## config.mk

```make
export PLATFORM = sky130hd
export DESIGN_NAME = hs_npu_axi_rd_slice
export DESIGN_NICKNAME = d
export VERILOG_FILES = /design/src/rtl/hs_npu_axi_rd_slice.sv
export SDC_FILE = /design/constraint.sdc
export NUM_CORES = 1
export LEC_CHECK = 0
export BUFFER_PORTS_ARGS = -buffer_cell sky130_fd_sc_hd__buf_4
export CAP_MARGIN = 30
export CORE_ASPECT_RATIO = 0.6
export CORE_MARGIN = 2
export CORE_UTILIZATION = 50
export CTS_CLUSTER_DIAMETER = 200
export DETAILED_ROUTE_END_ITERATION = 6
export HOLD_SLACK_MARGIN = 0.08
export PLACE_DENSITY = 0.76
export SLEW_MARGIN = 20
export SYNTH_ARGS = -nofsm -noshare
export SYNTH_HDL_FRONTEND = slang
export SYNTH_SLANG_ARGS = --single-unit
```

## constraint.sdc

```tcl
create_clock -name clk -period 3.31 [get_ports clk]
set_input_delay 0.331 -clock clk [delete_from_list [all_inputs] [get_ports clk]]
set_output_delay 0.331 -clock clk [all_outputs]
set_load 0.1 [all_outputs]
```

## src/rtl/hs_npu_axi_rd_slice.sv

```systemverilog
// hs_npu_axi_rd_slice: AXI read-path register slice with 2-entry skid buffers and outstanding-burst limiter.
// Optional sticky read-error capture enabled by defining HS_NPU_RD_SLICE_ERR_EN.
module hs_npu_axi_rd_slice_skid #(
  parameter int W = 8
) (
  input  logic         clk,
  input  logic         rst_n,
  input  logic         in_valid,
  output logic         in_ready,
  input  logic [W-1:0] in_pld,
  output logic         out_valid,
  input  logic         out_ready,
  output logic [W-1:0] out_pld
);
  logic [1:0]   cnt_q, cnt_d;
  logic         rdy_q, rdy_d;
  logic [W-1:0] head_q, head_d, skid_q, skid_d;
  logic         push, pop;
  always_comb begin
    push   = in_valid && rdy_q;
    pop    = (cnt_q != 2'd0) && out_ready;
    cnt_d  = cnt_q + {1'b0, push} - {1'b0, pop};
    head_d = (push && (cnt_q == 2'd0 || (cnt_q == 2'd1 && pop))) ? in_pld :
             (pop && cnt_q == 2'd2) ? skid_q : head_q;
    skid_d = (push && cnt_q == 2'd1 && !pop) ? in_pld : skid_q;
    rdy_d  = cnt_d != 2'd2;
  end
  always_ff @(posedge clk or negedge rst_n) begin
    if (!rst_n) begin
      cnt_q  <= '0;
      rdy_q  <= 1'b0;
      head_q <= '0;
      skid_q <= '0;
    end else begin
      cnt_q  <= cnt_d;
      rdy_q  <= rdy_d;
      head_q <= head_d;
      skid_q <= skid_d;
    end
  end
  assign in_ready  = rdy_q;
  assign out_valid = cnt_q != 2'd0;
  assign out_pld   = head_q;
endmodule

module hs_npu_axi_rd_slice #(
  parameter int ADDR_W    = 32,
  parameter int DATA_W    = 32,
  parameter int ID_W      = 8,
  parameter int MAX_OUTST = 4
) (
  input  logic                               clk,
  input  logic                               rst_n,
  input  logic                               s_ar_valid,
  output logic                               s_ar_ready,
  input  logic [ID_W+ADDR_W+12:0]            s_ar_pld,
  output logic                               m_ar_valid,
  input  logic                               m_ar_ready,
  output logic [ID_W+ADDR_W+12:0]            m_ar_pld,
  input  logic                               m_r_valid,
  output logic                               m_r_ready,
  input  logic [ID_W+DATA_W+2:0]             m_r_pld,
  output logic                               s_r_valid,
  input  logic                               s_r_ready,
  output logic [ID_W+DATA_W+2:0]             s_r_pld,
  output logic [$clog2(MAX_OUTST+1)-1:0]     outst_cnt,
  input  logic                               err_clr,
  output logic                               err_flag,
  output logic [ID_W-1:0]                    err_id
);
  localparam int CW = $clog2(MAX_OUTST+1);
  localparam logic [CW-1:0] MAX_C = CW'(MAX_OUTST);
  logic          ar_buf_v, ar_ok, ar_fire, r_fire, dec;
  logic [CW-1:0] outst_q, outst_d;
  hs_npu_axi_rd_slice_skid #(.W(ID_W+ADDR_W+13)) u_ar (
    .clk(clk), .rst_n(rst_n),
    .in_valid(s_ar_valid), .in_ready(s_ar_ready), .in_pld(s_ar_pld),
    .out_valid(ar_buf_v), .out_ready(m_ar_ready && ar_ok), .out_pld(m_ar_pld)
  );
  hs_npu_axi_rd_slice_skid #(.W(ID_W+DATA_W+3)) u_r (
    .clk(clk), .rst_n(rst_n),
    .in_valid(m_r_valid), .in_ready(m_r_ready), .in_pld(m_r_pld),
    .out_valid(s_r_valid), .out_ready(s_r_ready), .out_pld(s_r_pld)
  );
  // Gating on the registered count means a freeing last beat only releases AR a cycle later.
  always_comb begin
    ar_ok   = outst_q < MAX_C;
    ar_fire = ar_buf_v && ar_ok && m_ar_ready;
    r_fire  = s_r_valid && s_r_ready;
    dec     = r_fire && s_r_pld[0];
    outst_d = (ar_fire && !dec) ? outst_q + CW'(1) :
              (dec && !ar_fire && outst_q != '0) ? outst_q - CW'(1) : outst_q;
  end
  always_ff @(posedge clk or negedge rst_n) begin
    if (!rst_n) outst_q <= '0;
    else        outst_q <= outst_d;
  end
  assign m_ar_valid = ar_buf_v && ar_ok;
  assign outst_cnt  = outst_q;
`ifdef HS_NPU_RD_SLICE_ERR_EN
  logic            err_flag_q, err_flag_d, err_hit, err_cap;
  logic [ID_W-1:0] err_id_q, err_id_d;
  always_comb begin
    err_hit    = r_fire && s_r_pld[2:1] != 2'b00;
    err_cap    = err_hit && (!err_flag_q || err_clr);
    err_flag_d = err_cap ? 1'b1 : err_clr ? 1'b0 : err_flag_q;
    err_id_d   = err_cap ? s_r_pld[ID_W+DATA_W+2 -: ID_W] : err_clr ? '0 : err_id_q;
  end
  always_ff @(posedge clk or negedge rst_n) begin
    if (!rst_n) begin
      err_flag_q <= 1'b0;
      err_id_q   <= '0;
    end else begin
      err_flag_q <= err_flag_d;
      err_id_q   <= err_id_d;
    end
  end
  assign err_flag = err_flag_q;
  assign err_id   = err_id_q;
`else
  logic unused_err_clr;
  assign unused_err_clr = err_clr;
  assign err_flag       = 1'b0;
  assign err_id         = '0;
`endif
endmodule
```

==> flow_summary.yaml <==
run_status:
  status: "completed"
clock_tree:
  numCtsBuffers: 19
  clkSinkCount: 201
  cts_htree_levels: 1
  cts_tree: "built"
  clkLatencyLatePin_ns: 0.47
  clockBufferDepth: 3
  cts_resized: 0
  clk_pin_slew_ns: 0.06
  clockRootBuffer: "clkbuf_16"
synthesis:
  netlist.area_leader.share_pct: 58.9
  syn_inst: 639
  seq_area_frac_synth_pct: 58.9
  synth_cell_types: 37
  syn_avg_cell_area_um2: 13.4
  yosysWarnings: 0
  syn_area_mm2: 0.00854
  synth.largest_area_cell: "dfrtp_1"
  synth.area.top_cells: "dfrtp_1 59%, mux2_4 8.8%, mux2_2 6.1%"
  synth_seq_cells: 201
placement:
  pre_cts_ws_ns: 0.991
  globalplace.congestion: 0.787
  dp_hpwl_um: 12700
  numPortBuffers: 204
routing:
  routed_via_density: 5.45
  dr.pass1.iters: 5
  drtIter0Drc: 326
  antenna_left: 0
  vias: 5892
  routed_wirelength_um: 19600
  drc: 0
  wl_per_cell_um: 18.1
critical_path:
  critical_path.top_delay_family: "compound AO/OA/AOI/OAI gates"
  critical_path_buf_inv_count: 1
  crit_slowest_cell: "a41oi_4"
  cp_num_cells: 5
  crit_path_start_kind: "flop"
  worst-setup-path-type: "flop to flop"
  crit_end: "u_r.out_pld[30]"
  critPathLaunch: "u_r.cnt_q[1]"
  reg2reg_slack_ns: 0.97
  crit_arrival_ns: 2.74
  crit_fanout: 44
  slowest_delay_ns: 0.78
  rr_endpoint: "u_r.out_pld[30]"
  cp_cell_sequence: "and3b_2, a41oi_4, buf_12, nand2_1, nand2_1"
  worstSetupEndpointType: "flop"
  crit_top_cell: "nand2_1"
  rr_worst_depth: 5
  r2r-start: "u_r.cnt_q[1]"
  worstPathRequired_ns: 3.71
global_routing:
  grt_max_degree: 105
  grt_pass1_vias: 6227
  grt_usage_pct: 21.6
  antenna_found_initial: 0
  overflow: 0
  grt_pass1_wl_um: 32400
sta:
  finalCritPeriodShare_pct: 70.8
  skew_ns: 0.0121
  tns_ns: 0
  worst_pin_slew_ns: 0.917
  hold_viol: 0
  finalMaxSlewViolations: 0
  max_freq_ghz: 0.427
  final.min_clock_period_ns: 2.34
  setup_viol: 0
  rsz0062_at_grt: "no"
  slew_headroom_pct: 38.9
  setup_ws_ns: 0.968
floorplanning:
  core-area_mm2: 0.0165
  io_pins: 215
  die_w_um: 173
  die_h_um: 105
  start_util_pct: 51.8
  die_area_mm2: 0.0182
  rows: 36
hold_path:
  worst_hold_path_type: "input port to flop"
job:
  maxCapViolations: 0
finish:
  final_cell_mix: "208 x buf_4, 201 x dfrtp_1, 93 x nand2_1"
  nNetsFinal: 953
  antennaDiodeCount: 0
  synthToLayoutAreaGrowth_pct: 28.2
  post_route_cells_drive_above_1_share_pct: 40.3
  layout_commonest_cell: "buf_4"
-- state kept, by name (all words and copies together) (netlist names) --
signal         cells
outst_cnt          3
u_ar.skid_q       53
u_ar.in_ready      1
u_r.skid_q        43
u_ar.out_pld      53
u_r.cnt_q          2
u_r.in_ready       1
u_r.out_pld       43
u_ar.cnt_q         2
-- metal layers --
layer | global-route usage (%) | wire [um] | up-vias
met3 | 4.08 | 992 | 21
met1 | 29.9 | 8810 | 3013
met4 | 4.96 | 329 | 0
met5 | 0 | 0 | -
met2 | 35.5 | 9500 | 181
li1 | - | - | 2677
-- how the worst min path moves through the flow --
stage                     startpoint                to  slack, ns  cells after the start
CTS                      m_r_pld[20]   u_r.out_pld[20]       0.08                      3
detailed placement   u_r.out_pld[31]   u_r.out_pld[31]       0.47                      2
global placement    u_ar.out_pld[42]  u_ar.out_pld[42]       0.46                      1
finish                   m_r_pld[34]   u_r.out_pld[34]        0.1                      3
floorplan                      rst_n      outst_cnt[0]       0.04                      0
global route            s_ar_pld[19]   u_ar.skid_q[19]       0.08                      2
-- area by class of cell --
class,instances,area [um^2]
fillers,1187,5540
repair buffers,227,1800
multi-input cells,388,3220
well taps,228,285
inverters,8,30.0
flip-flops and latches,201,5030
clock buffers,26,532
clock inverters,4,45.0
-- timing repair --
item                       CTS  global route
setup endpoints to repair    0             0
setup buffers                0             0
hold endpoints to repair   114             1
hold buffers                13             1
-- stage by stage --
step           std cells  area (um^2)  hold WS [ns]  util, %
2_1_floorplan        647         8570        0.0354        -
3_5_place_dp        1038        10200         0.465     62.0
4_1_cts             1081        10900        0.0802     66.3
3_3_place_gp        1037        10200         0.459     61.9
6_report            1082        10900        0.0977     66.4
5_1_grt             1082        10900        0.0804     66.4
-- cell usage after synthesis --
cell,count
a211oi_1,1
a21o_1,51
a22o_1,51
a22oi_1,44
a41oi_2,1
and3_2,1
and3b_1,1
buf_12,5
buf_2,21
buf_4,9
buf_6,1
clkbuf_1,14
conb_1,1
dfrtp_1,201
fa_1,1
ha_1,4
inv_1,8
mux2_2,46
mux2_4,50
mux2i_1,3
nand2_1,93
nand2b_1,4
nand2b_4,1
nand3_1,1
nor2_1,6
nor2b_1,1
nor3_1,1
nor3_2,1
nor3b_2,1
o211a_1,1
o21a_1,1
o21ai_0,5
o21bai_1,1
o221ai_1,1
o22a_1,1
or4_1,2
xnor2_1,4
-- worst reg2reg max path, stage by stage, from the launching register on --
cell,delay (ns)
dfrtp_1,0.49
and3b_2,0.57
a41oi_4,0.79
buf_12,0.26
nand2_1,0.09
nand2_1,0.08
-- cell families after synthesis --
logic type | count (synthesis) | synth area share, %
and+or+nand+nor | 113 | 5.63
AOI/OAI and AO/OA | 158 | 14.7
buffers and inverters | 58 | 4.29
DFF | 201 | 58.9
adders and majority gates | 5 | 0.821
muxes | 99 | 15.2
other | 1 | 0.0439
xor gates and xnor gates | 4 | 0.410
Power is left out: the tool's default activity adds up to more than one toggle a clock period on the data nets, which glitch-free logic cannot reach.
